--- src/rtl/serial_add_ctrl.sv ---
// serial_add_ctrl: bit-serial add/subtract sequencer around one shared full adder
module full_adder (
  input  logic i_a,
  input  logic i_b,
  input  logic i_ci,
  output logic o_s,
  output logic o_co
);
  assign o_s  = i_a ^ i_b ^ i_ci;
  assign o_co = (i_a & i_b) | (i_ci & (i_a ^ i_b));
endmodule

module serial_add_ctrl #(
  parameter int WIDTH = 11
) (
  input  logic             clk,
  input  logic             rst,
  input  logic             in_valid,
  output logic             in_ready,
  input  logic [WIDTH-1:0] in_a,
  input  logic [WIDTH-1:0] in_b,
  input  logic             in_cin,
  input  logic             in_sub,
  output logic             out_valid,
  input  logic             out_ready,
  output logic [WIDTH-1:0] out_sum,
  output logic             out_cout,
  output logic             busy
);
  localparam int CW = $clog2(WIDTH + 1);
  typedef enum logic [1:0] {IDLE, RUN, DONE} state_t;
  state_t           r_state;
  logic [WIDTH-1:0] r_a;
  logic [WIDTH-1:0] r_b;
  logic [WIDTH-1:0] r_res;
  logic             r_carry;
  logic [CW-1:0]    r_cnt;
  logic             w_s;
  logic             w_co;
  full_adder u_fa (
    .i_a  (r_a[0]),
    .i_b  (r_b[0]),
    .i_ci (r_carry),
    .o_s  (w_s),
    .o_co (w_co)
  );
  assign in_ready = (r_state == IDLE);
  // sequencer: capture operands, ripple one bit per clock LSB-first, hold result until taken
  always_ff @(posedge clk) begin
    if (rst) begin
      r_state   <= IDLE;
      r_a       <= '0;
      r_b       <= '0;
      r_res     <= '0;
      r_carry   <= 1'b0;
      r_cnt     <= '0;
      out_valid <= 1'b0;
      out_sum   <= '0;
      out_cout  <= 1'b0;
      busy      <= 1'b0;
    end else begin
      case (r_state)
        IDLE: if (in_valid) begin
          r_a     <= in_a;
          r_b     <= in_sub ? ~in_b : in_b;
          r_carry <= in_sub | in_cin;
          r_cnt   <= '0;
          r_state <= RUN;
          busy    <= 1'b1;
        end
        RUN: begin
          r_res   <= {w_s, r_res[WIDTH-1:1]};
          r_carry <= w_co;
          r_a     <= r_a >> 1;
          r_b     <= r_b >> 1;
          r_cnt   <= r_cnt + CW'(1);
          if (r_cnt == CW'(WIDTH - 1)) begin
            r_state   <= DONE;
            out_valid <= 1'b1;
            out_sum   <= {w_s, r_res[WIDTH-1:1]};
            out_cout  <= w_co;
          end
        end
        DONE: if (out_ready) begin
          r_state   <= IDLE;
          out_valid <= 1'b0;
          busy      <= 1'b0;
        end
        default: r_state <= IDLE;
      endcase
    end
  end
endmodule

--- config.mk ---
export PLATFORM = sky130hd
export DESIGN_NAME = serial_add_ctrl
export DESIGN_NICKNAME = d
export VERILOG_FILES = /design/src/rtl/serial_add_ctrl.sv
export SDC_FILE = /design/constraint.sdc
export NUM_CORES = 1
export LEC_CHECK = 0
export ABC_AREA = 1
export CAP_MARGIN = 10
export CORE_ASPECT_RATIO = 0.6
export CORE_UTILIZATION = 47
export CTS_BUF_LIST = sky130_fd_sc_hd__clkbuf_16
export DETAILED_ROUTE_END_ITERATION = 8
export PLACE_DENSITY_LB_ADDON = 0.08
export RECOVER_POWER = 100
export SETUP_SLACK_MARGIN = 0.1
export SLEW_MARGIN = 20
export SYNTH_ARGS = -nofsm -noshare
export SYNTH_HDL_FRONTEND = slang
export SYNTH_SLANG_ARGS = --single-unit
export TNS_END_PERCENT = 30
--- constraint.sdc ---
create_clock -name clk -period 1.2 [get_ports clk]
set_input_delay 0.18 -clock clk [delete_from_list [all_inputs] [get_ports clk]]
set_output_delay 0.18 -clock clk [all_outputs]
set_load 0.03 [all_outputs]
Yosys cells after proc, flatten, opt, wreduce, memory -nomap -nowiden
Cells that the tools add are included.
- register bits after elaboration: 54
- bits in latches: 0
- bits in writable memories: 0
- ROM bits: 0
- input port bits: 28
- output and inout bits: 15
- logic and storage cells: 51
- memories kept: 0
- add/subtract/negate cells: 1
- multipliers: 0
- divide/modulo/power cells: 0
- $lt $le $gt $ge: 0
- equal/unequal tests: 6
- shift operators: 0
- multiplexer cells: 18
- bitwise gates (word level): 7
- reduce and logical (&&, ||, !) cells: 9
- operators by type and width (kind ; number):
    $pmux W11 S2 ; 2
    $mux W11 ; 3
    $not A11 Y11 ; 1
    $reduce_and A3 Y1 ; 3
    $pmux W4 S2 ; 1
    $mux W2 ; 3
    $ne A2 B2 Y1 const B ; 3
    $pmux W1 S2 ; 3
    $pmux W2 S3 ; 1
    $reduce_bool A2 Y1 ; 3
    $add A4 B1 Y4 const B ; 1
    $eq A4 B4 Y1 const B ; 1
    $mux W1 ; 4
    $mux W4 ; 1
    $reduce_and A2 Y1 ; 2
    $and A1 B1 Y1 ; 2
    $eq A2 B1 Y1 const B ; 1
    $eq A2 B2 Y1 const B ; 1
    $logic_not A2 Y1 ; 1
    $or A1 B1 Y1 ; 2
    $xor A1 B1 Y1 ; 2

Longest topological paths before layout
Gate-level depths: netlist of the first run.
- depth after elaboration: 4
- depth in mapped cells: 9
- depth with buffers taken out: 8

By module
From an unflattened synthesis of the first run, not the netlist that was laid out.
- cells, all modules: 364
- area, all modules: 2479.9 µm²
- by module, submodules not included (module ; instances ; cells each ; area each (µm²) ; seq. area each (µm²)):
    serial_add_ctrl ; 1 ; 363 ; 2459.9 ; 1061.0
    full_adder ; 1 ; 1 ; 20.0 ; 0.0

Least setup slack after synthesis of the first run
No wires, ideal clock.
- path type: register to register
- start point: register r_cnt[0]
- end point: register out_sum[4]
- setup time: 0.116 ns
- arrival time: 1.082 ns
- required time: 1.084 ns
- path slack: 0.002 ns
- cell stages (with the launch flop): 10
- path buffers: 1
- clock period less this slack: 1.198 ns
- path through: dfxtp_1 -> inv_1 -> ha_1 -> nand2_1 -> nor2_4 -> nand2_8 -> inv_4 -> buf_12 -> nor2_2 -> nor2_1
- cells in the longest elaborated chain, start to end: 2
- RTL lines (element ; RTL line ; RTL):
    from (decl) ; 37 ; logic [CW-1:0] r_cnt;
    from (signal assigned) ; 76 ; r_cnt <= r_cnt + CW'(1);
    $eq A4 B4 Y1 ; 77 ; if (r_cnt == CW'(WIDTH - 1)) begin
    $reduce_and A2 Y1 (no line) ; - ;
    to (signal assigned) ; 80 ; out_sum <= {w_s, r_res[WIDTH-1:1]};
    to (decl) ; 26 ; output logic [WIDTH-1:0] out_sum,
Every way passes these cells.
A chain may end at the register's enable or synchronous reset.

Worst setup path after layout of the first run
- start point: register r_state[1]
- end point: output in_ready
- cells in the longest elaborated chain, start to end: 1
- RTL lines (element ; RTL line ; RTL):
    from (decl) ; 32 ; state_t r_state;
    from (signal assigned) ; 51 ; r_state <= IDLE;
    from (signal assigned) ; 68 ; r_state <= RUN;
    from (signal assigned) ; 78 ; r_state <= DONE;
    $logic_not A2 Y1 ; 47 ; assign in_ready = (r_state == IDLE);
    to (decl) ; 19 ; output logic in_ready,
Every way passes these cells.

==> results.yml, run 1 <==
worst_hold_path:
  hold_path.class: "in -> reg"
  hp-start: "in_valid"
  holdPathStages: 5
  holdPathEnd: "r_b[10]"
layout:
  fillers: 450
  drive_above_1_share_pct: 22.7
  fin_util_pct: 65.6
  layout.nets: 457
  areaGrowthSynthToFinish_pct: 33.5
  design_area_mm2: 0.00333
  multiInputGateArea_mm2: 0.00129
  seqCellArea_mm2: 0.00107
  diodes: 0
timing:
  setup_viol: 3
  relSlewSlack_pct: 70.5
  layout_min_cycle_time_ps: 1240
  tightest_slew_ps: 438
  clock_skew_ps: 3.59
  slew_viol_final: 0
  worst_slack_ps: -36.2
  fmax_ghz: 0.809
  hold_violations: 0
  rsz0062_at_grt: "true"
  period_share_pct: 103
yosys:
  synth-xor-area-share_pct: 0.351
  synth_top_family_by_area: "simple AND/OR/NAND/NOR gates"
  syn_area_per_cell_um2: 6.84
  yosysSeqAreaShare_pct: 42.5
  synth_fa_ha_area_share_pct: 1.80
  synth_simple_gate_area_share_pct: 37.3
  muxShareOfSynthArea_pct: 0
  netlist_instances: 365
  ys_ff_latch: 53
  synth_cell_type_count: 30
  synth_area_mm2: 0.00250
  synth_compound_area_share_pct: 7.82
  syn_nets: 396
  synth_warnings: 0
cts:
  clockBufferDepth: 2
  cts_num_sinks: 53
  ctsRootBufferMaster: "clkbuf_16"
  cts.htree.levels: 2
  numCtsBuffers: 5
  clk-insertion-delay-late_ps: 290
  tritoncts: "yes"
  path_clk_slew_ps: 70
pwr:
  p_leak_nw: 1.58
  peakVddDrop_v: 0.000627
  power_density_mw_per_mm2: 1200
floorplanning:
  die_area_mm2: 0.00562
  ioPinCount: 43
  die_w_um: 96.1
  design.core.area_mm2: 0.00508
  die_h_um: 58.5
  start_util_pct: 49.1
  row_count: 20
flow_run:
  cap_violations: 0
grt:
  grt_pass1_wl_mm: 9.77
  antenna_found_initial: 0
  grt_pass1_vias: 2139
  grt_max_degree: 20
  grt_overflow: 0
  grt_usage_pct: 23.2
critical_path:
  startpoint_type: "flip-flop"
  timing.rr.start: "r_state[1]"
  cp.required_ps: 1020
  r2r_slack_ps: -10
  arrival_ps: 1060
  worstSetupPathType: "reg -> out"
  endpoint_kind: "output port"
  r2r_cells: 5
  cp_max_fo: 3
  worstReg2RegEnd: "r_cnt[1]"
routing:
  wl_met2_mm: 2.52
  num_vias: 2405
  drt_iter0_drc: 129
  topRoutingLayerUsed: "met4"
  via_per_inst: 4.88
  firstDrtPassIters: 4
  drc_errors: 0
  wire_per_inst_um: 12.1
  ant_nets: 0
  wl_mm: 5.95
  m1WireLength_mm: 3.08
  met3_length_um: 304
placed_design:
  hpwl_mm: 4.12
  place_area_mm2: 0.00307
  routabilityCongestion: 0.791
  place.port_buffers: 42
status:
  failed_checks: "setup timing"
  status: "finished, violations left"
[kinds of logic after synthesis]
group           Yosys count
simple gates            220
flops                    53
buf+inv                  50
compound gates           38
fa+ha+maj                 3
xor+xnor                  1
[routing by layer]
layer	vias up	GRT usage, %
met1	1095	32.7
met5	-	0
met2	52	35.6
met4	0	4.48
met3	4	6.59
li1	1254	-
[registers in the layout, summed over array words and instances, names as in the netlist, 2 cells and up]
signal,flops
out_sum,11
r_a,11
r_b,11
r_cnt,4
r_res,10
r_state,2
[critical path, cell delays in order (launching register included)]
cell	delay [ps]
dfxtp_2	330
buf_6	120
nor2_4	90
buf_6	110
buf_6	120
[how the worst max path moves through the flow]
stage | startpoint | endpoint | slack, ps | cells after the start
after floorplan | r_cnt[0] | out_sum[1] | 30 | 8
after CTS | r_state[1] | in_ready | -40 | 4
after global placement | in_valid | r_b[4] | -200 | 7
after detailed placement | in_sub | r_b[5] | -220 | 8
after global routing | r_state[1] | in_ready | -80 | 4
final | r_state[1] | in_ready | -40 | 4
[repair_timing]
action / 4_1_cts / 5_1_grt
pin swaps: 10 / 4
gates resized for setup: 47 / 20
hold buffers: 0 / 0
gates cloned: 0 / 2
hold endpoints to repair: 0 / 0
setup buffers: 1 / 1
setup endpoints to repair: 48 / 53
[per-stage QoR]
stage	instances	TNS (ps)	setup slack (ps)	hold WS [ps]	total power [mW]
after CTS	490	-42.4	-36.2	458	3.99
after global routing	493	-1020	-78.1	457	4.23
after global placement	481	-4530	-199	466	2.56
final	493	-51.0	-36.2	446	3.99
after detailed placement	481	-5750	-216	475	2.57
after floorplan	365	0	26.6	323	2.32
[report_power, final]
group          total [mW]  internal (mW)  switching (mW)
logic               0.664          0.307           0.357
registers            1.93           1.86          0.0719
clock network        1.40          0.766           0.633
[cell type report]
type                    instances  area share (%)
multi-input cells             262            38.6
flip-flops and latches         53            32.2
repair buffers                 69            17.6
inverters                      33            4.36
clock buffers                   5            3.76
well taps                      66            2.48
clock inverters                 3           0.563
repair inverters                2           0.413
[placed cells by master (no fill, tap or decap), types with 5 or more instances in the layout]
master	instances
nand2_1	84
inv_1	28
buf_6	5
clkbuf_2	13
nor2_4	6
o21ai_1	8
clkdlybuf4s50_1	25
a21oi_1	6
o21ai_2	6
dfxtp_2	6
clkbuf_16	5
buf_4	22
dfxtp_1	46
nor2_2	11
nor2_1	79
nand3_1	34
o21ai_0	14
[synthesized netlist by cell type, drive strengths merged]
master  count  share of area [%]
a21oi       8                1.6
buf        11                4.0
clkbuf      6               0.95
clkinv      1               0.15
dfxtp      53                 43
fa          1               0.80
ha          2                1.0
inv        32                5.1
nand2      89                 15
nand3      34                6.8
nor2       96                 16
o211ai      1               0.30
o21a        1               0.30
o21ai      28                5.6
or2         1               0.25
xor2        1               0.35
Power figures use the tool's default switching activity.
==> run 2: changes to the inputs <==
CORE_MARGIN = 2   (was default)
CTS_CLUSTER_SIZE = 16   (was default)
==> results.yml, run 2 (synthesis results as in run 1) <==
pwr:
  peakVddDrop_v: 0.000545
  power_density_mw_per_mm2: 1260
  p_leak_nw: 1.57
  finalPower_mw: 4.19
critical_path:
  worstSetupPathType: "reg -> out"
  timing.rr.start: "r_state[1]"
  cp_max_fo: 3
  startpoint_type: "flip-flop"
  endpoint_kind: "output port"
  crit_buf_inv: 2
  crit_slowest_cell: "dfxtp_4"
  cp_cell_sequence: "nor2_2, clkbuf_2, buf_6"
  path_depth: 3
  worstReg2RegEnd: "r_b[7]"
  arrival_ps: 1060
  r2r_cells: 7
  max_stage_delay_ps: 370
  critical_path.top_delay_family: "flip-flops"
  r2r_slack_ps: 0
  cp.required_ps: 1020
floorplanning:
  row_count: 20
  die_h_um: 60.5
  die_w_um: 98.1
  start_util_pct: 49.1
  die_area_mm2: 0.00593
  ioPinCount: 43
  design.core.area_mm2: 0.00508
flow_run:
  cap_violations: 0
routing:
  wire_per_inst_um: 11.7
  drc_errors: 0
  firstDrtPassIters: 7
  num_vias: 2354
  ant_nets: 0
  wl_mm: 5.72
  via_per_inst: 4.82
  drt_iter0_drc: 95
worst_hold_path:
  holdPathStages: 5
  holdPathEnd: "r_b[10]"
  hold_path.class: "in -> reg"
  hp-start: "in_valid"
cts:
  tritoncts: "yes"
  cts_num_sinks: 53
  numCtsBuffers: 5
  cts.htree.levels: 2
  path_clk_slew_ps: 70
  clockBufferDepth: 2
  clk-insertion-delay-late_ps: 290
  ctsRootBufferMaster: "clkbuf_16"
grt:
  grt_max_degree: 23
  grt_overflow: 0
  grt_pass1_wl_mm: 9.52
  grt_usage_pct: 20.0
  antenna_found_initial: 0
  grt_pass1_vias: 2113
timing:
  fmax_ghz: 0.808
  slew_viol_final: 0
  clock_skew_ps: 2.35
  layout_min_cycle_time_ps: 1240
  tightest_slew_ps: 301
  hold_violations: 0
  period_share_pct: 103
  worst_slack_ps: -37.0
  setup_viol: 1
  holdWs_ps: 436
  relSlewSlack_pct: 79.7
  rsz0062_at_grt: "true"
placed_design:
  hpwl_mm: 4.07
  detailedPlace.worstSlack_ps: -211
  place_area_mm2: 0.00308
  place.port_buffers: 42
  routabilityCongestion: 0.825
status:
  failed_checks: "setup timing"
  status: "finished, violations left"
layout:
  diodes: 0
  design_area_mm2: 0.00331
  drive_above_1_share_pct: 19.9
  largestRegisters: "out_sum (11), r_a (11), r_b (11)"
  areaGrowthSynthToFinish_pct: 32.7
  layout_common_cells: "83 x nand2_1, 82 x nor2_1, 48 x dfxtp_1"
  layout_commonest_cell: "nand2_1"
  layout.nets: 452
-- run 2: area by class of cell --
type,instances,area (um^2)
Clock buffer,5,125
Inverter,33,150
Multi-Input combinational cell,262,1260
Clock inverter,3,41.3
Fill cell,488,1770
Timing Repair Buffer,66,586
Sequential cell,53,1070
Tap cell,66,82.6
-- run 2: routing by layer --
| metal | routed length, um | vias to the layer above | GRT usage [%] |
|---|---|---|---|
| met3 | 306 | 5 | 4.61 |
| li1 | - | 1243 | - |
| met4 | 36 | 0 | 4.17 |
| met1 | 3020 | 1052 | 29.4 |
| met2 | 2350 | 54 | 30.5 |
| met5 | 0 | - | 0 |
-- run 2: worst min-delay path: cells and delay by family --
kind / cells / cell delay [ps]
compound gates: 1 / 150
buf+inv: 2 / 260
simple gates: 2 / 90
-- run 2: timing repair --
item	4_1_cts	5_1_grt
gates resized for setup	39	11
hold buffers	0	0
setup buffers	1	0
pin swaps	11	6
endpoints found under the setup margin	51	52
-- run 2: through the flow --
stage	setup TNS, ps	utilization [%]	cells
finish	-37.0	65.2	488
global route	-1210	65.2	488
CTS	-4.10	65.6	488
detailed placement	-4890	60.7	479
global placement	-4010	60.7	479
floorplan	0	-	365
-- run 2: how the worst max path moves through the flow --
stage                           from    endpoint
after global placement      in_valid      r_b[4]
final                     r_state[0]    in_ready
after CTS                 r_state[0]    in_ready
after floorplan             r_cnt[0]  out_sum[1]
after global routing        r_cnt[0]  out_sum[3]
after detailed placement      in_sub      r_b[2]
-- run 2: report_power, final --
group	leakage [nW]	internal, mW	total [mW]	switching, mW
Clock	0.0775	0.977	1.60	0.627
Sequential	0.436	1.86	1.93	0.0683
Combinational	1.05	0.309	0.661	0.352
==> run 3: changes to the inputs <==
CORE_UTILIZATION = 33   (was 47)
==> results.yml, run 3 (synthesis results as in run 1) <==
status:
  status: "finished, violations left"
  failed_checks: "setup timing"
critical_path:
  arrival_ps: 1420
  cp_max_fo: 8
  startpoint_type: "flip-flop"
  r2r_cells: 9
  cp.required_ps: 1380
  crit_slowest_cell: "dfxtp_4"
  timing.rr.start: "r_state[0]"
  worstSetupPathType: "reg -> reg"
  max_stage_delay_ps: 370
  cp_cell_sequence: "buf_6, nand2_8, inv_12, buf_12, buf_8, nand2_1, nand2_1, nor2_1, nor2_1"
  worstSetupStartpoint: "r_state[0]"
  endpoint_kind: "flip-flop"
grt:
  antenna_found_initial: 0
  grt_overflow: 0
  grt_max_degree: 26
  grt_usage_pct: 17.1
  grt_pass1_wl_mm: 10.9
  grt_pass1_vias: 2190
layout:
  layout.nets: 471
  layout.cells.non_filler: 544
  areaGrowthSynthToFinish_pct: 51.5
  fillers: 718
  layout_commonest_cell: "nand2_1"
  design_area_mm2: 0.00378
  layout_common_cells: "81 x nand2_1, 77 x nor2_1, 47 x dfxtp_1"
  drive_above_1_share_pct: 28.0
  diodes: 0
  largestRegisters: "out_sum (11), r_a (11), r_b (11)"
cts:
  ctsRootBufferMaster: "clkbuf_16"
  cts_num_sinks: 53
  numCtsBuffers: 5
  cts_hold_buf: 0
  tritoncts: "yes"
  clk-insertion-delay-late_ps: 290
  clockBufferDepth: 2
  path_clk_slew_ps: 70
  cts.htree.levels: 2
timing:
  tightest_slew_ps: 327
  fmax_ghz: 0.807
  slew_viol_final: 0
  clock_skew_ps: 8.57
  worst_slack_ps: -39.7
  period_share_pct: 103
  relSlewSlack_pct: 78.2
  holdWs_ps: 466
  hold_violations: 0
  layout_min_cycle_time_ps: 1240
  rsz0062_at_grt: "true"
  setup_viol: 6
placed_design:
  place.port_buffers: 42
  post-place-cells: 515
  hpwl_mm: 4.28
  place_area_mm2: 0.00310
  routabilityCongestion: 0.769
pwr:
  peakVddDrop_v: 0.000442
  p_leak_nw: 1.73
  power_density_mw_per_mm2: 1170
routing:
  ant_nets: 0
  via_per_inst: 4.50
  num_vias: 2449
  drc_errors: 0
  firstDrtPassIters: 4
  wl_mm: 6.75
  wire_per_inst_um: 12.4
  drt_iter0_drc: 127
flow_run:
  cap_violations: 0
floorplanning:
  die_area_mm2: 0.00830
  ioPinCount: 43
  die_h_um: 71.4
  start_util_pct: 34.2
  row_count: 24
  die_w_um: 116
  design.core.area_mm2: 0.00730
worst_hold_path:
  hold_path.class: "in -> reg"
  hp-start: "in_a[10]"
  holdPathStages: 3
==> run 3: cell count changes in the layout (fill, tap and decap cells not counted), sizes merged <==
cell          delta
nand2            +3
clkbuf           -4
dlymetal6s2s     -1
inv              +1
buf             +18
dlygate4sd2      +1
==> run 3: through the flow <==
step	setup WS (ps)	utilization, %	TNS, ps	power [mW]
3_3_place_gp	-200	42.5	-4640	2.59
2_1_floorplan	26.6	-	0	2.32
3_5_place_dp	-239	42.5	-5690	2.59
4_1_cts	-24.6	48.6	-30.6	4.31
6_report	-39.7	51.8	-99.8	4.41
5_1_grt	-71.9	51.8	-1340	4.63
==> run 3: worst paths after layout <==
kind,slack [ps],to
hold reg to reg,480,r_a[10]
setup reg to reg,-40,r_a[1]
hold / removal,470,r_a[10]
setup / recovery,-40,r_a[1]
==> run 3: timing repair <==
| item | 4_1_cts | 5_1_grt |
|---|---|---|
| resized for setup | 48 | 42 |
| hold endpoints to repair | 0 | 0 |
| endpoints found under the setup margin | 49 | 52 |
| setup buffers | 7 | 7 |
| pin swaps | 12 | 24 |
| gates cloned | 5 | 3 |
==> run 3: critical path: cells and delay by family (launching register included) <==
kind / cells / cell delay, ps
DFF: 1 / 370
and+or+nand+nor: 5 / 310
buffers and inverters: 4 / 440
==> run 3: final cells by class <==
class                   instances  area (um^2)  share of cell area, %
multi-input cells             265         1420                   37.5
well taps                     104          130                   3.44
repair inverters                2         16.3                  0.430
flip-flops and latches         53         1070                   28.4
inverters                      33          158                   4.17
repair buffers                 80          825                   21.8
clock buffers                   5          125                   3.31
clock inverters                 2         35.0                  0.926
==> run 3: routing by layer <==
layer	up-vias	wire length, um	track usage, %
met5	-	0	0
met4	0	59	4.76
met3	5	312	3.64
met2	48	2690	23.1
met1	1103	3690	27.0
li1	1293	-	-
==> run 3: report_power, final <==
group	total (mW)	internal [mW]	switching [mW]	leakage, nW
sequential	1.93	1.85	0.0747	0.436
clock	1.61	0.970	0.641	0.0797
combinational	0.869	0.440	0.429	1.22
total	4.41	3.26	1.15	1.73
